`src/rtl/fetch_pc_unit.sv`:
```
// Instruction-fetch stage: owns the PC, drives imem_addr and loads the IF/ID register.
// Optional static backward-taken/forward-not-taken prediction under `define STATIC_BTFN_EN.
module fetch_pc_unit #(
    parameter logic [31:0] RESET_PC  = 32'h0000_0000,
    parameter logic [31:0] NOP_INSTR = 32'h0000_0013
) (
    input  logic        clock,
    input  logic        reset,
    input  logic        stall,
    input  logic        redirect_valid,
    input  logic [31:0] redirect_target,
    input  logic [31:0] imem_rdata,
    output logic [31:0] imem_addr,
    output logic        if_id_valid,
    output logic [31:0] if_id_pc,
    output logic [31:0] if_id_instruction,
    output logic        if_id_pred_taken,
    output logic        flush,
    output logic        fault,
    output logic [31:0] fetch_count
);

    typedef enum logic [0:0] {StRun, StFault} state_e;

    state_e      state_q, state_d;
    logic [31:0] pc_q, pc_d;
    logic        valid_q, valid_d;
    logic [31:0] id_pc_q, id_pc_d;
    logic [31:0] id_instr_q, id_instr_d;
    logic        id_pred_q, id_pred_d;
    logic        fault_q, fault_d;
    logic [31:0] count_q, count_d;

    logic [31:0] seq_pc;
    logic [31:0] fetch_next;
    logic        fetch_pred;

    assign seq_pc = pc_q + 32'd4;

`ifdef STATIC_BTFN_EN
    logic [31:0] b_imm;
    logic [31:0] j_imm;
    logic [31:0] pred_target;

    assign b_imm = {{20{imem_rdata[31]}}, imem_rdata[7], imem_rdata[30:25],
                    imem_rdata[11:8], 1'b0};
    assign j_imm = {{12{imem_rdata[31]}}, imem_rdata[19:12], imem_rdata[20],
                    imem_rdata[30:21], 1'b0};

    always_comb begin
        fetch_pred  = 1'b0;
        pred_target = seq_pc;
        if (imem_rdata[6:0] == 7'b1100011 && imem_rdata[31]) begin
            fetch_pred  = 1'b1;
            pred_target = pc_q + b_imm;
        end else if (imem_rdata[6:0] == 7'b1101111) begin
            fetch_pred  = 1'b1;
            pred_target = pc_q + j_imm;
        end
        // A misaligned predicted target is not followed; EX resolves it normally.
        if (fetch_pred && pred_target[1:0] != 2'b00) begin
            fetch_pred  = 1'b0;
            pred_target = seq_pc;
        end
        fetch_next = pred_target;
    end
`else
    assign fetch_pred = 1'b0;
    assign fetch_next = seq_pc;
`endif

    always_comb begin
        state_d    = state_q;
        pc_d       = pc_q;
        valid_d    = valid_q;
        id_pc_d    = id_pc_q;
        id_instr_d = id_instr_q;
        id_pred_d  = id_pred_q;
        fault_d    = fault_q;
        count_d    = count_q;
        if (state_q == StRun) begin
            if (redirect_valid) begin
                valid_d    = 1'b0;
                id_pc_d    = 32'h0;
                id_instr_d = NOP_INSTR;
                id_pred_d  = 1'b0;
                if (redirect_target[1:0] == 2'b00) begin
                    pc_d = redirect_target;
                end else begin
                    fault_d = 1'b1;
                    state_d = StFault;
                end
            end else if (!stall) begin
                valid_d    = 1'b1;
                id_pc_d    = pc_q;
                id_instr_d = imem_rdata;
                id_pred_d  = fetch_pred;
                pc_d       = fetch_next;
                count_d    = count_q + 32'd1;
            end
        end
    end

    always_ff @(posedge clock) begin
        if (reset) begin
            state_q    <= StRun;
            pc_q       <= RESET_PC;
            valid_q    <= 1'b0;
            id_pc_q    <= 32'h0;
            id_instr_q <= NOP_INSTR;
            id_pred_q  <= 1'b0;
            fault_q    <= 1'b0;
            count_q    <= 32'h0;
        end else begin
            state_q    <= state_d;
            pc_q       <= pc_d;
            valid_q    <= valid_d;
            id_pc_q    <= id_pc_d;
            id_instr_q <= id_instr_d;
            id_pred_q  <= id_pred_d;
            fault_q    <= fault_d;
            count_q    <= count_d;
        end
    end

    assign imem_addr         = pc_q;
    assign if_id_valid       = valid_q;
    assign if_id_pc          = id_pc_q;
    assign if_id_instruction = id_instr_q;
    assign if_id_pred_taken  = id_pred_q;
    assign fault             = fault_q;
    assign fetch_count       = count_q;
    assign flush             = (state_q == StRun) && redirect_valid && !reset;

endmodule
```
`config.mk`:
```
export PLATFORM = sky130hd
export DESIGN_NAME = fetch_pc_unit
export DESIGN_NICKNAME = d
export VERILOG_FILES = /design/src/rtl/fetch_pc_unit.sv
export SDC_FILE = /design/constraint.sdc
export NUM_CORES = 1
export LEC_CHECK = 0
export ABC_AREA = 1
export CAP_MARGIN = 25
export CELL_PAD_IN_SITES_DETAIL_PLACEMENT = 0
export CELL_PAD_IN_SITES_GLOBAL_PLACEMENT = 1
export CORE_ASPECT_RATIO = 0.9
export CORE_MARGIN = 5
export CORE_UTILIZATION = 29
export CTS_CLUSTER_SIZE = 20
export DETAILED_ROUTE_END_ITERATION = 10
export HOLD_SLACK_MARGIN = 0.03
export PLACE_DENSITY = 0.74
export SLEW_MARGIN = 40
export SYNTH_ARGS = -nofsm -noshare
export SYNTH_HDL_FRONTEND = slang
export SYNTH_SLANG_ARGS = --single-unit
```
`constraint.sdc`:
```
create_clock -name clock -period 1.39 [get_ports clock]
set_clock_uncertainty 0.05 [all_clocks]
set_input_delay 0.417 -clock clock [delete_from_list [all_inputs] [get_ports clock]]
set_output_delay 0.417 -clock clock [all_outputs]
set_load 0.02 [all_outputs]
```
== After elaboration in Yosys (flattened, before gate mapping) ==
Cells that the tools add are included.
W data, S select, Z words.

* Bits in registers: 132
* Word-level logic and storage cells: 38

* Equal/unequal tests: 2
* Add/sub/neg operators: 2
* Reduce and logical (&&, ||, !) cells: 8
* Multiplexer cells: 14
* Bitwise gates (word level): 4

{| class="wikitable"
|+ Operators with widths
! operator !! count
|-
| $mux W32 || 7
|-
| $add A32 B1 Y32 const B || 1
|-
| $add A32 B3 Y32 const B || 1
|-
| $reduce_and A3 Y1 || 3
|-
| $mux W1 || 7
|-
| $ne A2 B1 Y1 const B || 2
|-
| $not A1 Y1 || 4
|-
| $logic_and A1 B1 Y1 || 2
|-
| $logic_not A2 Y1 || 1
|-
| $reduce_and A2 Y1 || 1
|-
| $logic_not A1 Y1 || 1
|}

== Logic depth before layout (Yosys ltp) ==
Gate-level depths: netlist of run 1.

* Word-level depth: 4
* Depth in mapped cells: 11
* Gate-level depth less buffers: 11

== Least setup slack after synthesis of run 1 ==
Ideal clock, no wire load.

* Kind: register to register
* Start: reg pc_q[3], in the netlist imem_addr[3]
* End: reg pc_q[28], in the netlist imem_addr[28]
* Path buffers: 0
* Path slack: -0.267 ns
* Stages on the path, launching flop included: 11
* Data required time: 1.208 ns
* Setup time: 0.132 ns
* Arrival time: 1.475 ns
* Path through: dfxtp_1 ha_1 nand2_1 nor2_4 nand2_1 nor2_2 nand2_1 nand2_1 nand3_1 nand2_1 a21oi_1

* Word-level cells in the longest chain between the ends: 3

{| class="wikitable"
|+ Ends and longest elaborated chain
! element !! line !! text
|-
| from (decl) || 26 || <nowiki>logic [31:0] pc_q, pc_d;</nowiki>
|-
| from (signal assigned) || 116 || <nowiki>pc_q <= pc_d;</nowiki>
|-
| $add A32 B3 Y32 || 38 || <nowiki>assign seq_pc = pc_q + 32'd4;</nowiki>
|-
| $mux W32 || 93 || <nowiki>end else if (!stall) begin</nowiki>
|-
| $mux W32 || 82 || <nowiki>if (redirect_valid) begin</nowiki>
|}

No other way between the ends. The select of a mux whose other input is x is not followed.
A chain may end at the register's enable or synchronous reset.

== Final worst setup path of run 1 ==
* Start: reg state_q
* End: reg pc_q[9], in the netlist imem_addr[9]

* Word-level cells in the longest chain between the ends: 2

{| class="wikitable"
|+ Ends and longest elaborated chain
! element !! line !! text
|-
| from (decl) || 25 || <nowiki>state_e state_q, state_d;</nowiki>
|-
| from (signal assigned) || 106 || <nowiki>state_q <= StRun;</nowiki>
|-
| from (signal assigned) || 115 || <nowiki>state_q <= state_d;</nowiki>
|-
| $not A1 Y1 (no source line) || -- ||
|-
| $reduce_and A3 Y1 (no source line) || -- ||
|}

No other way between the ends.

==> results.py, run 1 <==
metrics = {
    "status": {
        "status": "finished with violations",
        "violations": "setup timing",
    },
    "worst_hold_path": {
        "whs_path_depth": 2,
        "worstHoldPathType": "flip-flop to flip-flop",
    },
    "setup_path": {
        "critPathKind": "flip-flop to flip-flop",
        "ff2ff_path_depth": 11,
        "path_depth": 11,
        "cp_cell_sequence": "inv_4 > buf_6 > nand2_4 > buf_6 > nand2_4 > o21ai_4 > buf_4 > buf_6 > a21oi_1 > nor2_1 > nor2_1",
        "start_kind": "flip-flop",
        "endpoint_kind": "flip-flop",
        "slowest_delay_ns": 0.38,
        "critPathMostFrequentCell": "buf_6",
        "critPathBufInv": 5,
        "crit_fanout": 8,
        "critical-path-slowest-cell": "dfxtp_2",
        "crit_family": "buffers and inverters",
        "worstPathArrival_ns": 1.83,
        "cp.required_ns": 1.63,
        "reg2reg_slack_ns": -0.20,
    },
    "sta": {
        "maxSlewHeadroom": 0.663,
        "rsz0062_at_grt": "yes",
        "worst_slew_pin_slew_ns": 0.505,
        "slew_violations": 0,
        "finalHoldViolCount": 0,
        "holdWs_ns": 0.410,
        "setup_viol": 144,
        "fmax_mhz": 627,
        "period_share": 1.15,
        "fin_crit_ns": 1.59,
        "setup_slack_ns": -0.204,
    },
    "clocking": {
        "clk_pin_slew_worst_paths_ns": 0.06,
        "cts.path.max_buffers": 2,
        "h-tree-depth": 4,
        "cts_tree": "done",
        "hold_buffers": 0,
        "cts_made_buffers": 17,
        "clk_latency_ns": 0.42,
        "cts-root-buf": "clkbuf_16",
        "cts.sinks": 131,
    },
    "place": {
        "place_inst": 1586,
        "port-buffer-count": 198,
        "hpwl_mm": 17.7,
        "place.gp.congestion": 0.842,
    },
    "global_routing": {
        "grt_pass1_vias": 7517,
        "track_usage": 0.206,
        "grt_overflow": 0,
        "antenna_found_initial": 0,
        "grt_pass1_wl_mm": 40.9,
        "grt_start_max_net_pins": 88,
    },
    "synth": {
        "synth_ff_type": "dfxtp_1",
        "syn_area_mm2": 0.00635,
        "synth-seq-cells": 131,
        "async_reset_ff_frac": 0,
        "synthCells": 982,
        "synth_edf_count": 0,
        "avgSynthCellArea_um2": 6.46,
        "synth_cell_types": 41,
        "seq_area_frac_synth": 0.413,
        "yosysTopAreaCellShare": 0.413,
        "syn_nets": 1052,
        "synth_largest_area_cell": "dfxtp_1",
        "synth_area_leaders": "dfxtp_1 41%, nand2_1 21%, a21oi_1 8.5%",
        "yosys_warnings": 0,
    },
    "routing": {
        "routedWlPerCell_um": 16.3,
        "vias": 7862,
        "routed_wl_mm": 27.7,
        "firstDrtPassIters": 5,
        "drt_iter0_markers": 393,
        "via_per_inst": 4.64,
        "drc": 0,
        "drtAntennaViolNets": 0,
    },
    "die": {
        "core_area_mm2": 0.0216,
        "dieArea_mm2": 0.0249,
        "die_y_um": 150,
        "std_cell_rows": 51,
        "die_x_um": 166,
        "ioPinCount": 200,
        "initial_core_util": 0.294,
    },
    "finish": {
        "fillers": 1991,
        "drive_gt1_frac": 0.548,
        "fin_util": 0.595,
        "stdcell_count": 1693,
        "fin_nets": 1459,
        "area_growth_pct": 102,
    },
    "power": {
        "ir_drop_uv": 674,
        "p_per_area_mw_per_mm2": 802,
        "p_total_w": 0.0103,
        "p_leak_nw": 5.26,
    },
    "job": {
        "maxCapViolCount": 0,
    },
}
==> sequential cells by signal, summed over array words and instances, names as in the netlist <==
signal,cells
if_id_valid,1
if_id_instruction,32
state_q,1
fault,1
if_id_pc,32
imem_addr,32
fetch_count,32
==> per-stage QoR <==
| stage | area (um2) | worst slack (ns) | setup TNS [ns] |
|---|---|---|---|
| final | 12800 | -0.204 | -14.59 |
| after global routing | 12800 | -0.277 | -22.24 |
| after CTS | 11700 | -0.175 | -11.73 |
| after detailed placement | 9960 | -0.739 | -83.88 |
| after global placement | 9960 | -0.733 | -81.70 |
| after floorplan | 6560 | -0.0642 | -0.380 |
==> placed cells by master, fill, tap and decap left out, types with 22 or more instances in the layout <==
cell type and n:
nand3_1 31, nand2_2 78, dfxtp_4 45, clkdlybuf4s50_1 62
buf_4 167, nor2_4 33, nor2_2 31, inv_1 57
nand2_4 29, a21oi_2 25, a21oi_1 82, dfxtp_2 81
nor2_1 84, buf_6 159, clkbuf_16 22, nand2_1 251
==> logic make-up after synthesis <==
logic type      count (synthesis)  synth area share
simple gates                  575             0.372
compound gates                161             0.135
buf+inv                       108            0.0702
other cells                     1          0.000591
fa+ha+maj                       2           0.00394
flops                         131             0.413
xor+xnor                        4           0.00552
==> area by class of cell <==
| cell class | instances | area, um2 | area share |
|---|---|---|---|
| clock inverters | 11 | 75.1 | 0.00585 |
| clock buffers | 20 | 467 | 0.0364 |
| inverters | 67 | 282 | 0.0220 |
| repair inverters | 1 | 16.3 | 0.00127 |
| flip-flops and latches | 131 | 2890 | 0.226 |
| repair buffers | 428 | 4440 | 0.346 |
| diodes | 1 | 2.50 | 0.000195 |
| multi-input cells | 743 | 4280 | 0.334 |
| well taps | 291 | 364 | 0.0284 |
==> cells in the mapped netlist (all sizes together) (2+ instances only) <==
| cell type | n |
|---|---|
| nor3 | 5 |
| nand3 | 44 |
| o31ai | 2 |
| o21a | 5 |
| a31oi | 2 |
| or2 | 4 |
| o22ai | 3 |
| o21ai | 35 |
| inv | 66 |
| nor2 | 148 |
| a21oi | 108 |
| a211oi | 5 |
| nand2 | 358 |
| buf | 21 |
| xor2 | 3 |
| dfxtp | 131 |
| clkbuf | 20 |
| nand3b | 3 |
| nand4 | 9 |
| ha | 2 |
| nor4 | 2 |
==> where the power goes <==
| group | leakage (nW) | internal [W] | switching, W |
|---|---|---|---|
| logic | 3.85 | 0.00109 | 0.00101 |
| registers | 1.13 | 0.00383 | 0.000148 |
| clock network | 0.273 | 0.00242 | 0.00179 |
| total | 5.26 | 0.00733 | 0.00295 |
==> routing by layer <==
layer,GRT usage,wire [um],vias to the layer above
li1,-,-,3970
met1,0.283,13300,3650
met2,0.318,12400,221
met3,0.0646,1710,21
met4,0.0458,304,0
met5,0,0,-
==> final timing paths <==
check / start / endpoint
worst max-delay path: state_q / imem_addr[9]
worst min-delay path: if_id_pc[7] / if_id_pc[7]
worst max register to register: state_q / imem_addr[9]
worst min register to register: if_id_pc[7] / if_id_pc[7]
==> repair_timing <==
action                                  CTS  global route
gates resized for setup                 937           329
endpoints found under the setup margin  255           232
gates cloned                             13             6
setup buffers                            37            38
pin swaps                                71            96
==> worst reg2reg max path: cells and delay by family, from the launching register on <==
family | cells | cell delay (ns)
buffers and inverters | 5 | 0.59
DFF | 1 | 0.38
and+or+nand+nor | 4 | 0.28
AOI/OAI and AO/OA | 2 | 0.17
No activity file was read; power rests on OpenSTA's default activity.
==> run 2, diff against run 1 <==
--- a/config.mk
+++ b/config.mk
@@ -16,7 +16,7 @@
 export DETAILED_ROUTE_END_ITERATION = 10
 export HOLD_SLACK_MARGIN = 0.03
 export PLACE_DENSITY = 0.74
-export SLEW_MARGIN = 40
+export SLEW_MARGIN = 30
 export SYNTH_ARGS = -nofsm -noshare
 export SYNTH_HDL_FRONTEND = slang
 export SYNTH_SLANG_ARGS = --single-unit
==> results of run 2 <==
No change in the layout: final DEF, timing and power equal those of run 1.
==> run 3, diff against run 2 <==
--- a/config.mk
+++ b/config.mk
@@ -11,11 +11,12 @@
 export CELL_PAD_IN_SITES_GLOBAL_PLACEMENT = 1
 export CORE_ASPECT_RATIO = 0.9
 export CORE_MARGIN = 5
-export CORE_UTILIZATION = 29
+export CORE_UTILIZATION = 30
+export CTS_BUF_LIST = sky130_fd_sc_hd__clkbuf_8
 export CTS_CLUSTER_SIZE = 20
 export DETAILED_ROUTE_END_ITERATION = 10
 export HOLD_SLACK_MARGIN = 0.03
-export PLACE_DENSITY = 0.74
+export PLACE_DENSITY = 0.76
 export SLEW_MARGIN = 30
 export SYNTH_ARGS = -nofsm -noshare
 export SYNTH_HDL_FRONTEND = slang
==> results.py, run 3 (same netlist as run 1, synthesis figures left out) <==
metrics = {
    "status": {
        "status": "finished with violations",
        "violations": "setup timing",
    },
    "routing": {
        "routedWlPerCell_um": 16.0,
        "via_per_inst": 4.71,
        "vias": 7962,
        "firstDrtPassIters": 5,
        "drtAntennaViolNets": 0,
        "drt_iter0_markers": 424,
        "routed_wl_mm": 27.1,
        "drc": 0,
    },
    "worst_hold_path": {
        "min_from": "if_id_instruction[26]",
        "worstHoldPathType": "flip-flop to flip-flop",
        "whs_endpoint": "if_id_instruction[26]",
        "whs_path_depth": 2,
    },
    "sta": {
        "worst_slew_pin_slew_ns": 0.512,
        "rsz0062_at_grt": "yes",
        "fmax_mhz": 625,
        "finalHoldViolCount": 0,
        "holdWs_ns": 0.416,
        "setup_slack_ns": -0.210,
        "finalSetupTns_ns": -14.06,
        "period_share": 1.15,
        "slew_violations": 0,
        "setup_viol": 166,
        "maxSlewHeadroom": 0.659,
        "fin_crit_ns": 1.60,
    },
    "die": {
        "dieArea_mm2": 0.0242,
        "ioPinCount": 200,
        "die_y_um": 148,
        "die_x_um": 163,
        "std_cell_rows": 50,
        "initial_core_util": 0.305,
        "core_area_mm2": 0.0208,
    },
    "setup_path": {
        "crit_family": "flip-flops",
        "critPathKind": "flip-flop to output pin",
        "start_kind": "flip-flop",
        "ff2ff_path_depth": 9,
        "cp.required_ns": 0.92,
        "endpoint_kind": "output pin",
        "crit_fanout": 2,
        "reg2reg_slack_ns": -0.20,
        "critical-path-slowest-cell": "dfxtp_2",
        "rr_endpoint": "fetch_count[16]",
        "worstPathArrival_ns": 1.13,
        "slowest_delay_ns": 0.35,
        "cp_cell_sequence": "inv_2 > nand2_4 > nor2_4 > buf_6",
        "critPathBufInv": 2,
        "r2r-start": "state_q",
    },
    "power": {
        "swShare": 0.277,
        "p_per_area_mw_per_mm2": 779,
        "p_clk_frac": 0.389,
        "seq_power_share": 0.404,
        "p_leak_nw": 5.13,
        "switching_power_w": 0.00272,
        "p_int_w": 0.00710,
        "combPwrFrac": 0.207,
        "ir_drop_uv": 585,
        "p_total_w": 0.00983,
    },
    "job": {
        "maxCapViolCount": 0,
    },
    "finish": {
        "stdcell_count": 1690,
        "multi_input_area_mm2": 0.00411,
        "seqCellArea_mm2": 0.00289,
        "area_growth_pct": 98.8,
        "fin_nets": 1461,
        "drive_gt1_frac": 0.518,
        "layout_common_cells": "293 x nand2_1, 169 x buf_4, 160 x buf_6, 88 x a21oi_1, 88 x dfxtp_2",
        "fillers": 1867,
        "n_antenna_cell": 0,
        "final_common_cell": "nand2_1",
    },
    "global_routing": {
        "track_usage": 0.209,
        "grt_overflow": 0,
        "grt_pass1_wl_mm": 40.2,
        "grt_pass1_vias": 7384,
        "antenna_found_initial": 1,
        "grt_start_max_net_pins": 76,
    },
    "place": {
        "place_inst": 1576,
        "place.gp.congestion": 0.885,
        "pre_cts_ws_ns": -0.735,
        "port-buffer-count": 198,
        "hpwl_mm": 17.2,
    },
    "clocking": {
        "cts_tree": "done",
        "hold_buffers": 0,
        "cts.sinks": 131,
        "h-tree-depth": 4,
        "cts-root-buf": "clkbuf_8",
        "cts_made_buffers": 17,
        "clk_pin_slew_worst_paths_ns": 0.08,
        "clk_latency_ns": 0.45,
        "cts.path.max_buffers": 2,
    },
}
run 3: cell count changes in the layout (fill, tap and decap cells not counted), moves of 6 or more:
cell,previous run,this run
clkbuf_16,22,4
o21ai_2,11,1
nand2_4,29,16
clkbuf_8,3,18
nand2_2,78,48
nor2_1,84,77
a21oi_1,82,88
nand2_1,251,293
o21ai_0,9,16
dfxtp_2,81,88
run 3: what timing repair did:
item,in CTS,in global routing
pin swaps,47,89
hold endpoints to repair,0,0
endpoints found under the setup margin,253,256
setup buffers,38,38
cloned,12,5
resized for setup,1016,169
run 3: worst max-delay path by stage:
stage,slack [ns],to,startpoint,cells after the start
final,-0.21,flush,state_q,4
after floorplan,-0.06,imem_addr[28],imem_addr[3],10
after global routing,-0.31,fetch_count[19],state_q,12
after detailed placement,-0.73,flush,redirect_valid,4
after CTS,-0.22,flush,state_q,4
after global placement,-0.73,flush,redirect_valid,4
run 3: power groups by stage:
stage,Clock [W],Combinational (W),Sequential [W]
2_1_floorplan,0,0.000503,0.00419
3_3_place_gp,0,0.00142,0.00407
3_5_place_dp,0,0.00142,0.00407
4_1_cts,0.00392,0.00187,0.00397
5_1_grt,0.00408,0.00217,0.00398
6_report,0.00382,0.00203,0.00397
run 3: stage by stage:
step	area [um2]	utilization
floorplan	6560	-
global placement	9890	0.475
detailed placement	9890	0.475
CTS	11800	0.566
global route	12600	0.606
finish	12600	0.606
run 3: worst reg2reg max path, delay by kind of cell (launching register included):
family | cells | cell delay [ns]
buffers and inverters | 2 | 0.26
flip-flops | 1 | 0.35
AND/OR/NAND/NOR | 6 | 0.64
XOR/XNOR | 1 | 0.16
run 3: layout make-up:
class | count | area share
clock buffer | 18 | 0.0196
clock inverter | 14 | 0.0168
inverter | 67 | 0.0221
timing repair inverter | 1 | 0.000893
sequential | 131 | 0.229
multi-input combinational | 743 | 0.326
tap | 286 | 0.0284
timing repair buffer | 430 | 0.357
run 3: routing by layer:
metal | GRT usage | vias to the layer above | routed length (um)
met5 | 0 | - | 13
met2 | 0.328 | 214 | 12500
met4 | 0.0415 | 2 | 293
li1 | - | 3979 | -
met1 | 0.288 | 3741 | 12500
met3 | 0.0597 | 26 | 1800
